$ cat config.mk
export PLATFORM = sky130hd
export DESIGN_NAME = jet_tag_argmax_flat
export DESIGN_NICKNAME = d
export VERILOG_FILES = /design/src/rtl/jet_tag_argmax_if.sv /design/src/rtl/jet_tag_argmax.sv /design/src/flat_wrapper.sv
export SDC_FILE = /design/constraint.sdc
export NUM_CORES = 1
export LEC_CHECK = 0
export ABC_AREA = 1
export ABC_CLOCK_PERIOD_IN_PS = 13200
export BUFFER_PORTS_ARGS = -buffer_cell sky130_fd_sc_hd__buf_2
export CAP_MARGIN = 20
export CORE_MARGIN = 1.5
export CORE_UTILIZATION = 31
export CTS_CLUSTER_SIZE = 28
export DETAILED_ROUTE_END_ITERATION = 8
export GPL_ROUTABILITY_DRIVEN = 0
export PLACE_DENSITY = 0.55
export SLEW_MARGIN = 40
export SYNTH_ARGS = -nofsm -noshare
export SYNTH_HDL_FRONTEND = slang
export SYNTH_SLANG_ARGS = --single-unit
$ cat constraint.sdc
create_clock -name clk -period 13.2 [get_ports clk]
set_clock_uncertainty 0.05 [all_clocks]
set_input_delay 1.98 -clock clk [delete_from_list [all_inputs] [get_ports clk]]
set_output_delay 1.98 -clock clk [all_outputs]
set_load 0.02 [all_outputs]
$ cat src/rtl/jet_tag_argmax_if.sv
// Handshake bus for the jet-tag argmax stage: one logit vector in, one
// class decision (index, winning logit, margin to runner-up) out.
interface jet_tag_argmax_if #(
    parameter int WIDTH     = 22,
    parameter int N_CLASSES = 5,
    parameter int IDX_W     = 3
);
    logic                         in_valid;
    logic                         in_ready;
    logic [N_CLASSES*WIDTH-1:0]   in_data;
    logic                         out_valid;
    logic                         out_ready;
    logic [IDX_W-1:0]             out_class;
    logic signed [WIDTH-1:0]      out_max;
    logic [WIDTH-1:0]             out_margin;

    modport master (
        output in_valid, in_data, out_ready,
        input  in_ready, out_valid, out_class, out_max, out_margin
    );

    modport slave (
        input  in_valid, in_data, out_ready,
        output in_ready, out_valid, out_class, out_max, out_margin
    );
endinterface

$ cat src/rtl/jet_tag_argmax.sv
// Serial argmax over one logit vector using a single signed comparator.
// Reports the winning class, its logit and the saturated margin to the runner-up.
module jet_tag_argmax #(
    parameter int WIDTH     = 22,
    parameter int NFRAC     = 11,
    parameter int N_CLASSES = 5,
    parameter int IDX_W     = 3
) (
    input  logic             clk,
    input  logic             reset,
    jet_tag_argmax_if.slave  bus
);
    localparam logic [IDX_W-1:0]        LAST    = IDX_W'(N_CLASSES - 1);
    localparam logic signed [WIDTH-1:0] MIN_VAL = {1'b1, {(WIDTH-1){1'b0}}};
    localparam logic [WIDTH-1:0]        MAX_POS = {1'b0, {(WIDTH-1){1'b1}}};

    if (N_CLASSES < 2 || NFRAC >= WIDTH || (1 << IDX_W) < N_CLASSES) begin : g_param_check
        $error("jet_tag_argmax: illegal parameter combination");
    end

    typedef enum logic [1:0] {IDLE, SCAN, DONE} state_t;

    state_t                      state_q, state_d;
    logic [N_CLASSES*WIDTH-1:0]  vec_q, vec_d;
    logic signed [WIDTH-1:0]     best_q, best_d;
    logic signed [WIDTH-1:0]     second_q, second_d;
    logic [IDX_W-1:0]            idx_q, idx_d;
    logic [IDX_W-1:0]            cnt_q, cnt_d;
    logic [IDX_W-1:0]            out_class_q, out_class_d;
    logic signed [WIDTH-1:0]     out_max_q, out_max_d;
    logic [WIDTH-1:0]            out_margin_q, out_margin_d;

    logic signed [WIDTH-1:0]     logit_w [N_CLASSES];
    logic signed [WIDTH-1:0]     x;
    logic signed [WIDTH:0]       diff;
    logic                        in_ready_w;
    logic                        accept;

    for (genvar gi = 0; gi < N_CLASSES; gi++) begin : g_unpack
        assign logit_w[gi] = vec_q[gi*WIDTH +: WIDTH];
    end

    assign accept = bus.in_valid && in_ready_w;

    // State register
    always_ff @(posedge clk or posedge reset) begin
        if (reset) begin
            state_q      <= IDLE;
            vec_q        <= '0;
            best_q       <= '0;
            second_q     <= '0;
            idx_q        <= '0;
            cnt_q        <= '0;
            out_class_q  <= '0;
            out_max_q    <= '0;
            out_margin_q <= '0;
        end else begin
            state_q      <= state_d;
            vec_q        <= vec_d;
            best_q       <= best_d;
            second_q     <= second_d;
            idx_q        <= idx_d;
            cnt_q        <= cnt_d;
            out_class_q  <= out_class_d;
            out_max_q    <= out_max_d;
            out_margin_q <= out_margin_d;
        end
    end

    // Next-state logic
    always_comb begin
        state_d = state_q;
        case (state_q)
            IDLE:    if (accept) state_d = SCAN;
            SCAN:    if (cnt_q == LAST) state_d = DONE;
            DONE:    if (bus.out_ready) state_d = IDLE;
            default: state_d = IDLE;
        endcase
    end

    // Datapath: strict '>' against best keeps the lowest index on ties,
    // while '>' against second lets an equal-to-best value become second.
    always_comb begin
        vec_d        = vec_q;
        best_d       = best_q;
        second_d     = second_q;
        idx_d        = idx_q;
        cnt_d        = cnt_q;
        out_class_d  = out_class_q;
        out_max_d    = out_max_q;
        out_margin_d = out_margin_q;
        x            = logit_w[cnt_q];
        diff         = '0;
        case (state_q)
            IDLE: begin
                if (accept) begin
                    vec_d    = bus.in_data;
                    best_d   = bus.in_data[WIDTH-1:0];
                    second_d = MIN_VAL;
                    idx_d    = '0;
                    cnt_d    = IDX_W'(1);
                end
            end
            SCAN: begin
                if (x > best_q) begin
                    second_d = best_q;
                    best_d   = x;
                    idx_d    = cnt_q;
                end else if (x > second_q) begin
                    second_d = x;
                end
                cnt_d = cnt_q + IDX_W'(1);
                // best >= second always, so the wide difference is non-negative;
                // only its upper magnitude needs clamping.
                diff = {best_d[WIDTH-1], best_d} - {second_d[WIDTH-1], second_d};
                if (cnt_q == LAST) begin
                    out_class_d  = idx_d;
                    out_max_d    = best_d;
                    out_margin_d = (diff[WIDTH] || diff[WIDTH-1]) ? MAX_POS : diff[WIDTH-1:0];
                end
            end
            default: ;
        endcase
    end

    // Outputs
    always_comb begin
        in_ready_w     = (state_q == IDLE) && !reset;
        bus.in_ready   = in_ready_w;
        bus.out_valid  = (state_q == DONE);
        bus.out_class  = out_class_q;
        bus.out_max    = out_max_q;
        bus.out_margin = out_margin_q;
    end
endmodule

$ cat src/flat_wrapper.sv
// flat-port wrapper written by rule: the top's interface ports become plain ports
module jet_tag_argmax_flat 
#(
    parameter int WIDTH     = 22,
    parameter int NFRAC     = 11,
    parameter int N_CLASSES = 5,
    parameter int IDX_W     = 3
)
  (clk, reset, bus_in_valid, bus_in_data, bus_out_ready, bus_in_ready, bus_out_valid, bus_out_class, bus_out_max, bus_out_margin);
  jet_tag_argmax_if #(.WIDTH(WIDTH), .N_CLASSES(N_CLASSES), .IDX_W(IDX_W)) bus_i ();
  input  logic clk;
  input  logic reset;
  input wire logic [$bits(bus_i.in_valid)-1:0] bus_in_valid;
  input wire logic [$bits(bus_i.in_data)-1:0] bus_in_data;
  input wire logic [$bits(bus_i.out_ready)-1:0] bus_out_ready;
  output wire logic [$bits(bus_i.in_ready)-1:0] bus_in_ready;
  output wire logic [$bits(bus_i.out_valid)-1:0] bus_out_valid;
  output wire logic [$bits(bus_i.out_class)-1:0] bus_out_class;
  output wire logic [$bits(bus_i.out_max)-1:0] bus_out_max;
  output wire logic [$bits(bus_i.out_margin)-1:0] bus_out_margin;
  assign bus_i.in_valid = bus_in_valid;
  assign bus_i.in_data = bus_in_data;
  assign bus_i.out_ready = bus_out_ready;
  assign bus_in_ready = bus_i.in_ready;
  assign bus_out_valid = bus_i.out_valid;
  assign bus_out_class = bus_i.out_class;
  assign bus_out_max = bus_i.out_max;
  assign bus_out_margin = bus_i.out_margin;
  jet_tag_argmax #(.WIDTH(WIDTH), .NFRAC(NFRAC), .N_CLASSES(N_CLASSES), .IDX_W(IDX_W)) u_core (.clk(clk), .reset(reset), .bus(bus_i));
endmodule
* Word-level counts from Yosys, hierarchy flattened
Index checks and enable logic that the tools add are counted.
W data, S select, Z words.
** Word-level totals
- Flip-flop bits (word level) :: 209
- Word-level logic and storage cells :: 53
** Operators by class
- Add/sub/neg operators :: 2
- Order comparisons :: 3
- Equal/unequal tests :: 6
- Multiplexer cells :: 22
- Bitwise logic cells :: 1
- Reductions and logical operators :: 10
** Operators by type and width (number)
- $mux W22 :: 10
- $pmux W22 S2 :: 2
- $bmux W22 S3 :: 1
- $gt A22 B22 Y1 :: 2
- $sub A22 B22 Y23 :: 1
- $pmux W3 S2 :: 2
- $mux W3 :: 3
- $mux W2 :: 3
- $pmux W2 S3 :: 1
- $reduce_and A2 Y1 :: 3
- $ge A4 B4 Y1 const B :: 1
- $ne A2 B1 Y1 const B :: 2
- $not A3 Y4 :: 1
- $add A3 B1 Y3 const B :: 1
- $eq A3 B3 Y1 const B :: 1
- $reduce_and A3 Y1 :: 1
- $eq A2 B1 Y1 const B :: 1
- $eq A2 B2 Y1 const B :: 1
- $logic_and A1 B1 Y1 :: 2
- $logic_not A2 Y1 :: 1
- $ne A2 B2 Y1 const B :: 1
- $reduce_bool A2 Y1 :: 1
- $logic_not A1 Y1 :: 1
- $logic_or A1 B1 Y1 :: 1

* Logic depth before layout (Yosys ltp)
Gate-level depths: netlist (run 1).
- Word-level depth :: 11
- Depth in mapped cells :: 36
- Depth with buffers taken out :: 33

* Worst setup path before layout (run 1)
OpenSTA, ideal clock, no wires.
- Path type :: reg-to-reg
- Start :: register u_core.cnt_q[1]
- End :: register u_core.out_margin_q[0] (netlist: u_core.bus.out_margin[0])
- Arrival time :: 4.384 ns
- Required time :: 13.034 ns
- Path slack :: 8.649 ns
- Cell stages (with the launch flop) :: 31
- Path buffers :: 4
- Clock period less this slack :: 4.551 ns
- Path through :: dfrtp_1 buf_2 clkinv_2 nand2_4 buf_4 o31ai_1 ha_1 a21oi_1 o21a_1 nand2_1 nand2_1 nand3_1 nand2_1 nand3_2 inv_2 buf_2 nand2_1 and2_1 ha_1 fa_1 o21ai_2 nand3_2 nand2_2 nand3_2 nand4_1 nand2_1 nor2_2 buf_6 nand2_1 nand2_1 nand2_1
** On the way
- Word-level cells in the longest chain between the ends :: 11
- Elaborated cells on any way between the ends :: 16
- Those cells by class :: 1 x add/sub; 2 x order compare; 1 x eq/ne; 9 x mux; 1 x bitwise; 2 x reduce/logical
** RTL lines
- from (decl) :: RTL line jet_tag_argmax.sv:28 : logic [IDX_W-1:0] cnt_q, cnt_d;
- from (signal assigned) :: RTL line jet_tag_argmax.sv:63 : cnt_q <= cnt_d;
- $not A3 Y4 (implied by the code) :: RTL line jet_tag_argmax.sv:92 : x = logit_w[cnt_q];
- $bmux W22 S3 :: RTL line jet_tag_argmax.sv:92
- $mux W22 (implied by the code) (2 in a row) :: RTL line jet_tag_argmax.sv:92
- $gt A22 B22 Y1 :: RTL line jet_tag_argmax.sv:109 : end else if (x > second_q) begin
- $mux W22 :: RTL line jet_tag_argmax.sv:109
- $mux W22 :: RTL line jet_tag_argmax.sv:105 : if (x > best_q) begin
- $mux W22 :: RTL line jet_tag_argmax.sv:94 : case (state_q)
- $sub A22 B22 Y23 :: RTL line jet_tag_argmax.sv:115 : diff = {best_d[WIDTH-1], best_d} - {second_d[WIDTH-1], second_d};
- $logic_or A1 B1 Y1 :: RTL line jet_tag_argmax.sv:119 : out_margin_d = (diff[WIDTH] || diff[WIDTH-1]) ? MAX_POS : diff[WIDTH-1:0];
- $mux W22 :: RTL line jet_tag_argmax.sv:119
- to (signal assigned) :: RTL line jet_tag_argmax.sv:66 : out_margin_q <= out_margin_d;
- to (decl) :: RTL line jet_tag_argmax.sv:31 : logic [WIDTH-1:0] out_margin_q, out_margin_d;
Parallel ways exist; a longest one is shown, timed or not. The select of a mux whose other input is x is not followed.
A chain may end at the register's enable or synchronous reset.

* Final worst setup path (run 1)
- Start :: register u_core.cnt_q[0]
- End :: register u_core.out_margin_q[1] (netlist: u_core.bus.out_margin[1])
Same word-level chain as after synthesis.

==> summary.txt, run 1 <==
Final layout
  – Layout cells sized above 1: 0.138
  – Antenna diodes: 0
  – Nets: around 2000
  – Layout fillers: between 4000 and 5000
  – P&R area growth vs syn: 17.2%

Worst hold path
  – Hold crit path type: reg2reg
  – Hold Path Depth: 2

STA
  – Hold Violations, Final: 0
  – Highest Clock Rate: approximately 0.14 GHz
  – Fin. max-slew vios: 0
  – Post-layout min period: 7.09 ns
  – Rel. slew slack: 0.471
  – Final Cycle Share: 0.537
  – Measured slew at the worst slew-check pin: 0.792 ns
  – TNS Setup: 0 ns
  – Final setup violating endpoints: 0
  – RSZ-0062 raised after global routing: false

CTS
  – Clk_lat worst skew: ~0.54 ns
  – H-tree Lvls: 1
  – CTS clk-pin slew, worst paths: about 0.060 ns
  – CTS tree: done
  – PostCTS Resize Cnt: 0
  – Max clock buf depth: 3
  – Hold-fix buffers at CTS: 0
  – CTS buffer count: 26
  – Post-CTS Setup Bufs: 0
  – Clock Root Buffer: clkbuf_16
  – CTS sink cnt: 209

Worst setup path
  – Req. time, crit path: about 14 ns
  – CP endpoint kind: flip-flop
  – Worst EP arrival: around 7.5 ns
  – Crit path kind: reg2reg
  – Most common cell on crit path: nand2_1
  – CP top delay family: simple AND/OR/NAND/NOR gates
  – Crit path buffers/inverters: 3
  – CP max stage cell: nand3_2
  – Cell count along the critical path: 29
  – Cells on worst reg2reg path: 29
  – CP max FO: 50
  – CP startpoint kind: flip-flop
  – Slowest stage delay, CP: 0.64 ns

Synth
  – Main combinational cell family by area after synthesis: simple AND/OR/NAND/NOR gates
  – Syn Area/Cell: between 7 and 8 um2
  – #FFs+latches synth: 209
  – Synth Area in XOR/XNOR: 0.0125
  – EDFF count, synth: 0
  – Post-synth ARST share: 1.00
  – Post-synthesis mux area share: 0
  – Area share of fa/ha/maj cells after synthesis: 0.0690
  – Register area share after synthesis: 0.415
  – Compound-Gate Fraction of Synth Area: 0.106
  – Top_reg_cell synth: dfrtp_1
  – Synth Instances: 1725
  – Synthesized Nets: between 1500 and 2000
  – Top cell type's share of synthesized area: 0.415
  – Count leader, synth: nand2_1
  – Post-synth cell types: between 40 and 50
  – Synth Warn #: 0
  – Syn Std Cell Area: around 0.013 mm2
  – Top cells by area, synth: dfrtp_1 41%, nand2_1 19%, ha_1 6.7%, nand3_1 6.4%, inv_1 4.7%
  – Simple-gate share of the synthesized area: 0.318
  – Most frequent cells after synthesis: 640 x nand2_1, 209 x dfrtp_1, 162 x nand3_1
  – Post-synth top area cell: dfrtp_1

Placement
  – Post-detail-place hpwl: approximately 28 mm
  – IO Port Bufs: roughly 160

Global route
  – Vias in the first global route: ~11000
  – Initial antenna violation count: 0
  – Maximum number of pins on one net before global-route repair: ~140
  – GRT Total Usage: 0.186
  – First-pass GRT wire length: 62.5 mm
  – GR Overflow Total: 0

Status
  – Status: finished clean

Floorplan
  – Die W: 205 um
  – Die ar.: 0.0419 mm2
  – I/O pin count: 163
  – Die Y: a little over 200 um
  – Initial Utilization: 0.316
  – Row count: 73
  – Core Box Area: ~0.04 mm2

Route
  – Initial DRC count: 862
  – Wire length per cell: 16.4 um
  – Via density per instance: between 4 and 5
  – Final ANT Viol Nets: 0
  – Post-route DRC: 0
  – DR pass1 iterations: 5
  – DR vias: roughly 12000
  – Routed WL: 39.1 mm

Flow run
  – Max-cap violations: 0
## worst reg2reg max path: cells and delay by family, from the launching register on
| kind | cells | cell delay [ns] |
|---|---|---|
| simple gates | 21 | 3.87 |
| buf+inv | 3 | 1.07 |
| fa+ha+maj | 3 | 1.06 |
| compound gates | 2 | 0.64 |
| flops | 1 | 0.32 |
## layout by cell type (no fill, tap or decap), types with 6 or more instances in the layout
| cell | count |
|---|---|
| buf_4 | 9 |
| clkinv_2 | 8 |
| nand4_1 | 28 |
| or2_1 | 18 |
| nand3_1 | 162 |
| o21ai_1 | 15 |
| inv_1 | 158 |
| nand2_1 | 638 |
| nand3_2 | 6 |
| xnor2_1 | 6 |
| ha_1 | 68 |
| o21ai_0 | 81 |
| buf_2 | 162 |
| a21oi_1 | 61 |
| xor2_1 | 12 |
| clkbuf_16 | 27 |
| dfrtp_1 | 209 |
| o22ai_1 | 17 |
| nor2_1 | 67 |
| o21a_1 | 24 |
| o31ai_1 | 13 |
## metrics by stage
step,hold WS (ns),cell area (um2),cells,utilization,worst slack (ns)
floorplan,0.394,12600,1725,-,5.46
global placement,0.411,13800,2341,0.346,5.52
global route,0.444,14800,2392,0.370,5.39
CTS,0.431,14700,2391,0.369,5.76
finish,0.426,14800,2392,0.370,6.11
detailed placement,0.415,13900,2343,0.347,5.79
## layer usage
layer	global-route usage	wire, um	up-vias
li1	-	-	5820
met1	0.280	19100	5525
met2	0.276	16600	378
met3	0.0251	2480	69
met4	0.0530	959	0
met5	0	0	-
## worst paths after layout
kind | start | to | slack, ns
setup / recovery | u_core.cnt_q[0] | u_core.bus.out_margin[1] | 6.11
hold / removal | u_core.vec_q[41] | u_core.vec_q[41] | 0.43
setup reg to reg | u_core.cnt_q[0] | u_core.bus.out_margin[1] | 6.11
hold reg to reg | u_core.vec_q[41] | u_core.vec_q[41] | 0.43
max in group asynchronous | reset | u_core.bus.out_margin[21] | 10.79
min in group asynchronous | reset | u_core.vec_q[9] | 1.35
## kinds of logic (layout without fill, tap and decap cells)
| group | after synthesis | after routing |
|---|---|---|
| buf+inv | 247 | 389 |
| flops | 209 | 209 |
| xor+xnor | 18 | 18 |
| compound gates | 231 | 231 |
| simple gates | 951 | 951 |
| fa+ha+maj | 69 | 69 |
## layout make-up
class	count	area, um2	area share
flip-flops and latches	209	5230	0.354
clock inverters	11	113	0.00762
multi-input cells	1269	6420	0.435
well taps	525	657	0.0445
repair buffers	177	962	0.0651
clock buffers	37	763	0.0516
inverters	164	631	0.0427
## flip-flops by register name, summed over array words and instances (netlist names)
name / count
u_core.state_q: 2
u_core.bus.out_max: 22
u_core.idx_q: 3
u_core.cnt_q: 3
u_core.second_q: 22
u_core.best_q: 22
u_core.bus.out_margin: 22
u_core.vec_q: 110
u_core.bus.out_class: 3
Power of run 1 is left out: the tool's default activity adds up to more than one toggle a clock period on the data nets, which glitch-free logic cannot reach.
==> run 2: changes to the inputs <==
Settings changed: ABC_AREA 1 to 0, ABC_CLOCK_PERIOD_IN_PS 13200 to 5780, PLACE_DENSITY 0.55 to 0.57.
Clock period 13.2 ns to 5.78 ns, I/O delays scaled along.
==> summary.txt, run 2 <==
Worst setup path
  – Crit path buffers/inverters: 1 (-2)
  – CP max FO: 22 (-56%)
  – CP top delay family: simple AND/OR/NAND/NOR gates
  – Req. time, crit path: 6.15 ns (-7.43 ns)
  – Cell count along the critical path: 21 (-28%)
  – Worst-path cell chain: buf_12 > mux2i_2 > o22ai_1 > o21a_1 > ha_1 > nand4_1 > nor4_4 > o31ai_4 > o211a_4 > and3_1 > a211oi_2 > a21oi_1 > ha_1 > fa_1 > and2b_1 > o2111ai_1 > nand3b_1 > a21oi_1 > or4_4 > mux2_2 > o22a_1
  – CP startpoint kind: flip-flop
  – Cells on worst reg2reg path: 21 (-28%)
  – CP Capture Point: u_core.bus.out_margin[3]
  – Crit path kind: reg2reg
  – Critical path origin: u_core.cnt_q[2]
  – Critical R2R Capture: u_core.bus.out_margin[3]
  – Slowest stage delay, CP: 0.56 ns (-0.08 ns)
  – Worst r2r src: u_core.cnt_q[2]
  – Worst EP arrival: 5.98 ns (-1.49 ns)
  – Reg2Reg Setup Slack: 0.18 ns (-5.94 ns)
  – CP max stage cell: or4_4
  – CP endpoint kind: flip-flop

Global route
  – GRT Total Usage: 0.188 (+0.00219)
  – Initial antenna violation count: 0 (unchanged)
  – Maximum number of pins on one net before global-route repair: 93 (-33%)
  – GR Overflow Total: 0 (unchanged)
  – First-pass GRT wire length: 63.3 mm (+1.3%)
  – Vias in the first global route: 11400 (-0.70%)

STA
  – Rel. slew slack: 0.502 (+0.0312)
  – Measured slew at the worst slew-check pin: 0.741 ns (-0.0514 ns)
  – Hold Violations, Final: 0 (unchanged)
  – WHS: 0.388 ns (-0.0384 ns)
  – Post-layout min period: 5.60 ns (-1.48 ns)
  – Highest Clock Rate: 0.178 GHz (+27%)
  – Setup ws final: 0.177 ns (-5.94 ns)
  – Fin. max-slew vios: 0 (unchanged)
  – Final Cycle Share: 0.969 (+0.432)
  – Final setup violating endpoints: 0 (unchanged)

Route
  – Initial DRC count: 960 (+11%)
  – DR WL met3: 2.39 mm (-3.4%)
  – DR pass1 iterations: 6 (+1)
  – Routed WL: 40.8 mm (+4.4%)
  – Routed wl met2: 17.7 mm (+6.7%)
  – Post-route DRC: 0 (unchanged)
  – Final ANT Viol Nets: 0 (unchanged)
  – Met1 WL: 19.8 mm (+3.4%)
  – Via density per instance: 5.15 (+4.4%)
  – Highest metal used: met4
  – Wire length per cell: 18.3 um (+12%)
  – DR vias: 11500 (-2.9%)

Synth
  – Register area share after synthesis: 0.409 (-0.00544)
  – Synth Instances: 1440 (-17%)
  – #FFs+latches synth: 209 (unchanged)
  – Top cell type's share of synthesized area: 0.409 (-0.00544)
  – Count leader, synth: nand2_1
  – Post-synth ARST share: 1.00 (unchanged)
  – EDFF count, synth: 0 (unchanged)
  – Most frequent cells after synthesis: 383 x nand2_1, 209 x dfrtp_1, 87 x mux2i_1
  – Post-synth cell types: 74 (+68%)
  – Syn Std Cell Area: 0.0128 mm2 (+1.3%)
  – Syn Area/Cell: 8.87 um2 (+21%)
  – Top_reg_cell synth: dfrtp_1
  – Top cells by area, synth: dfrtp_1 41%, nand2_1 11%, mux2i_1 6.8%, ha_1 6.7%, inv_1 2.3%
  – Post-synth top area cell: dfrtp_1
  – Synthesized Nets: 1623 (-15%)
  – Synth Warn #: 0 (unchanged)

CTS
  – Hold-fix buffers at CTS: 0 (unchanged)
  – Clk_lat worst skew: 0.55 ns (about the same)
  – Clock Root Buffer: clkbuf_16
  – H-tree Lvls: 1 (unchanged)
  – CTS sink cnt: 209 (unchanged)
  – CTS clk-pin slew, worst paths: 0.07 ns (about the same)
  – Max clock buf depth: 3 (unchanged)
  – CTS tree: done
  – CTS buffer count: 25 (-3.8%)

Final layout
  – Layout cells sized above 1: 0.252 (+0.113)
  – P&R area growth vs syn: 26.2%
  – Commonest non-fill, non-tap cell in the layout: nand2_1
  – Commonest non-fill, non-tap cells in the layout: 382 x nand2_1, 207 x dfrtp_1, 163 x buf_2, 120 x buf_4, 78 x mux2i_1
  – Antenna diodes: 0 (unchanged)
  – Nets: 1858 (-8.5%)
  – Top reg by flops: u_core.vec_q
  – Max reg flops: 110 (unchanged)
  – Utilization after layout: 0.396 (+0.0256)

Worst hold path
  – Hold crit path type: in2async

Floorplan
  – Row count: 74 (+1.4%)
  – Die W: 206 um (+0.65%)
  – Die ar.: 0.0425 mm2 (+1.3%)
  – I/O pin count: 163 (unchanged)
  – Initial Utilization: 0.314 (-0.00228)
  – Die Y: 206 um (+0.65%)
  – Core Box Area: 0.0407 mm2 (+2.1%)

Placement
  – DP Worst Slack: -0.0119 ns (-5.80 ns)
  – Post-detail-place hpwl: 29.6 mm (+5.5%)
  – IO Port Bufs: 162 (unchanged)

Flow run
  – Max-cap violations: 0 (unchanged)

Status
  – Status: finished clean
run 2: per-stage QoR:
stage               TNS [ns]  instances  area [um2]
global placement           0       2170       14900
CTS                        0       2216       15800
detailed placement   -0.0250       2171       14900
finish                     0       2225       16100
floorplan                  0       1440       12800
global route          -0.335       2225       16100
run 2: layer usage:
metal | track usage | vias to the layer above
li1 | - | 5515
met1 | 0.282 | 5469
met2 | 0.285 | 406
met3 | 0.0235 | 60
met4 | 0.0471 | 0
met5 | 0 | -
run 2: what timing repair did:
action / in CTS / in global routing
cloned: 0 / 5
gates resized for setup: 4 / 35
endpoints found under the setup margin: 21 / 21
buffers inserted: 0 / 3
pin swaps: 0 / 4
run 2: worst min path at each step:
stage | start | endpoint | slack [ns] | depth (start not counted)
2_1_floorplan | u_core.vec_q[0] | u_core.vec_q[0] | 0.39 | 2
3_3_place_gp | u_core.vec_q[2] | u_core.vec_q[2] | 0.41 | 2
3_5_place_dp | u_core.vec_q[75] | u_core.vec_q[75] | 0.41 | 2
4_1_cts | reset | u_core.idx_q[2] | 0.40 | 3
5_1_grt | reset | u_core.state_q[0] | 0.43 | 3
6_report | reset | u_core.idx_q[2] | 0.39 | 3
run 2: kinds of logic (layout without fill, tap and decap cells):
logic type / Yosys count / count (layout) / share of synthesized area
flip-flops: 209 / 209 / 0.409
multiplexers: 109 / 112 / 0.0881
adder cells (fa/ha/maj): 69 / 69 / 0.0681
XOR/XNOR: 20 / 20 / 0.0137
AND/OR/NAND/NOR: 557 / 557 / 0.184
buffers and inverters: 168 / 418 / 0.0566
AO/OA/AOI/OAI: 308 / 308 / 0.180
run 2: cell type report:
cell class                 instances  area, um2
timing repair buffer             296       1970
fill                            4108      24600
tap                              532        666
sequential                       209       5230
multi-input combinational       1066       7040
clock inverter                    10        178
clock buffer                      35        743
inverter                          77        293
run 2: worst min-delay path: stages:
cell and delay, ns:
buf_2 0.12, clkinvlp_4 0.07, buf_12 0.35
Power of run 2 is left out for the same reason.
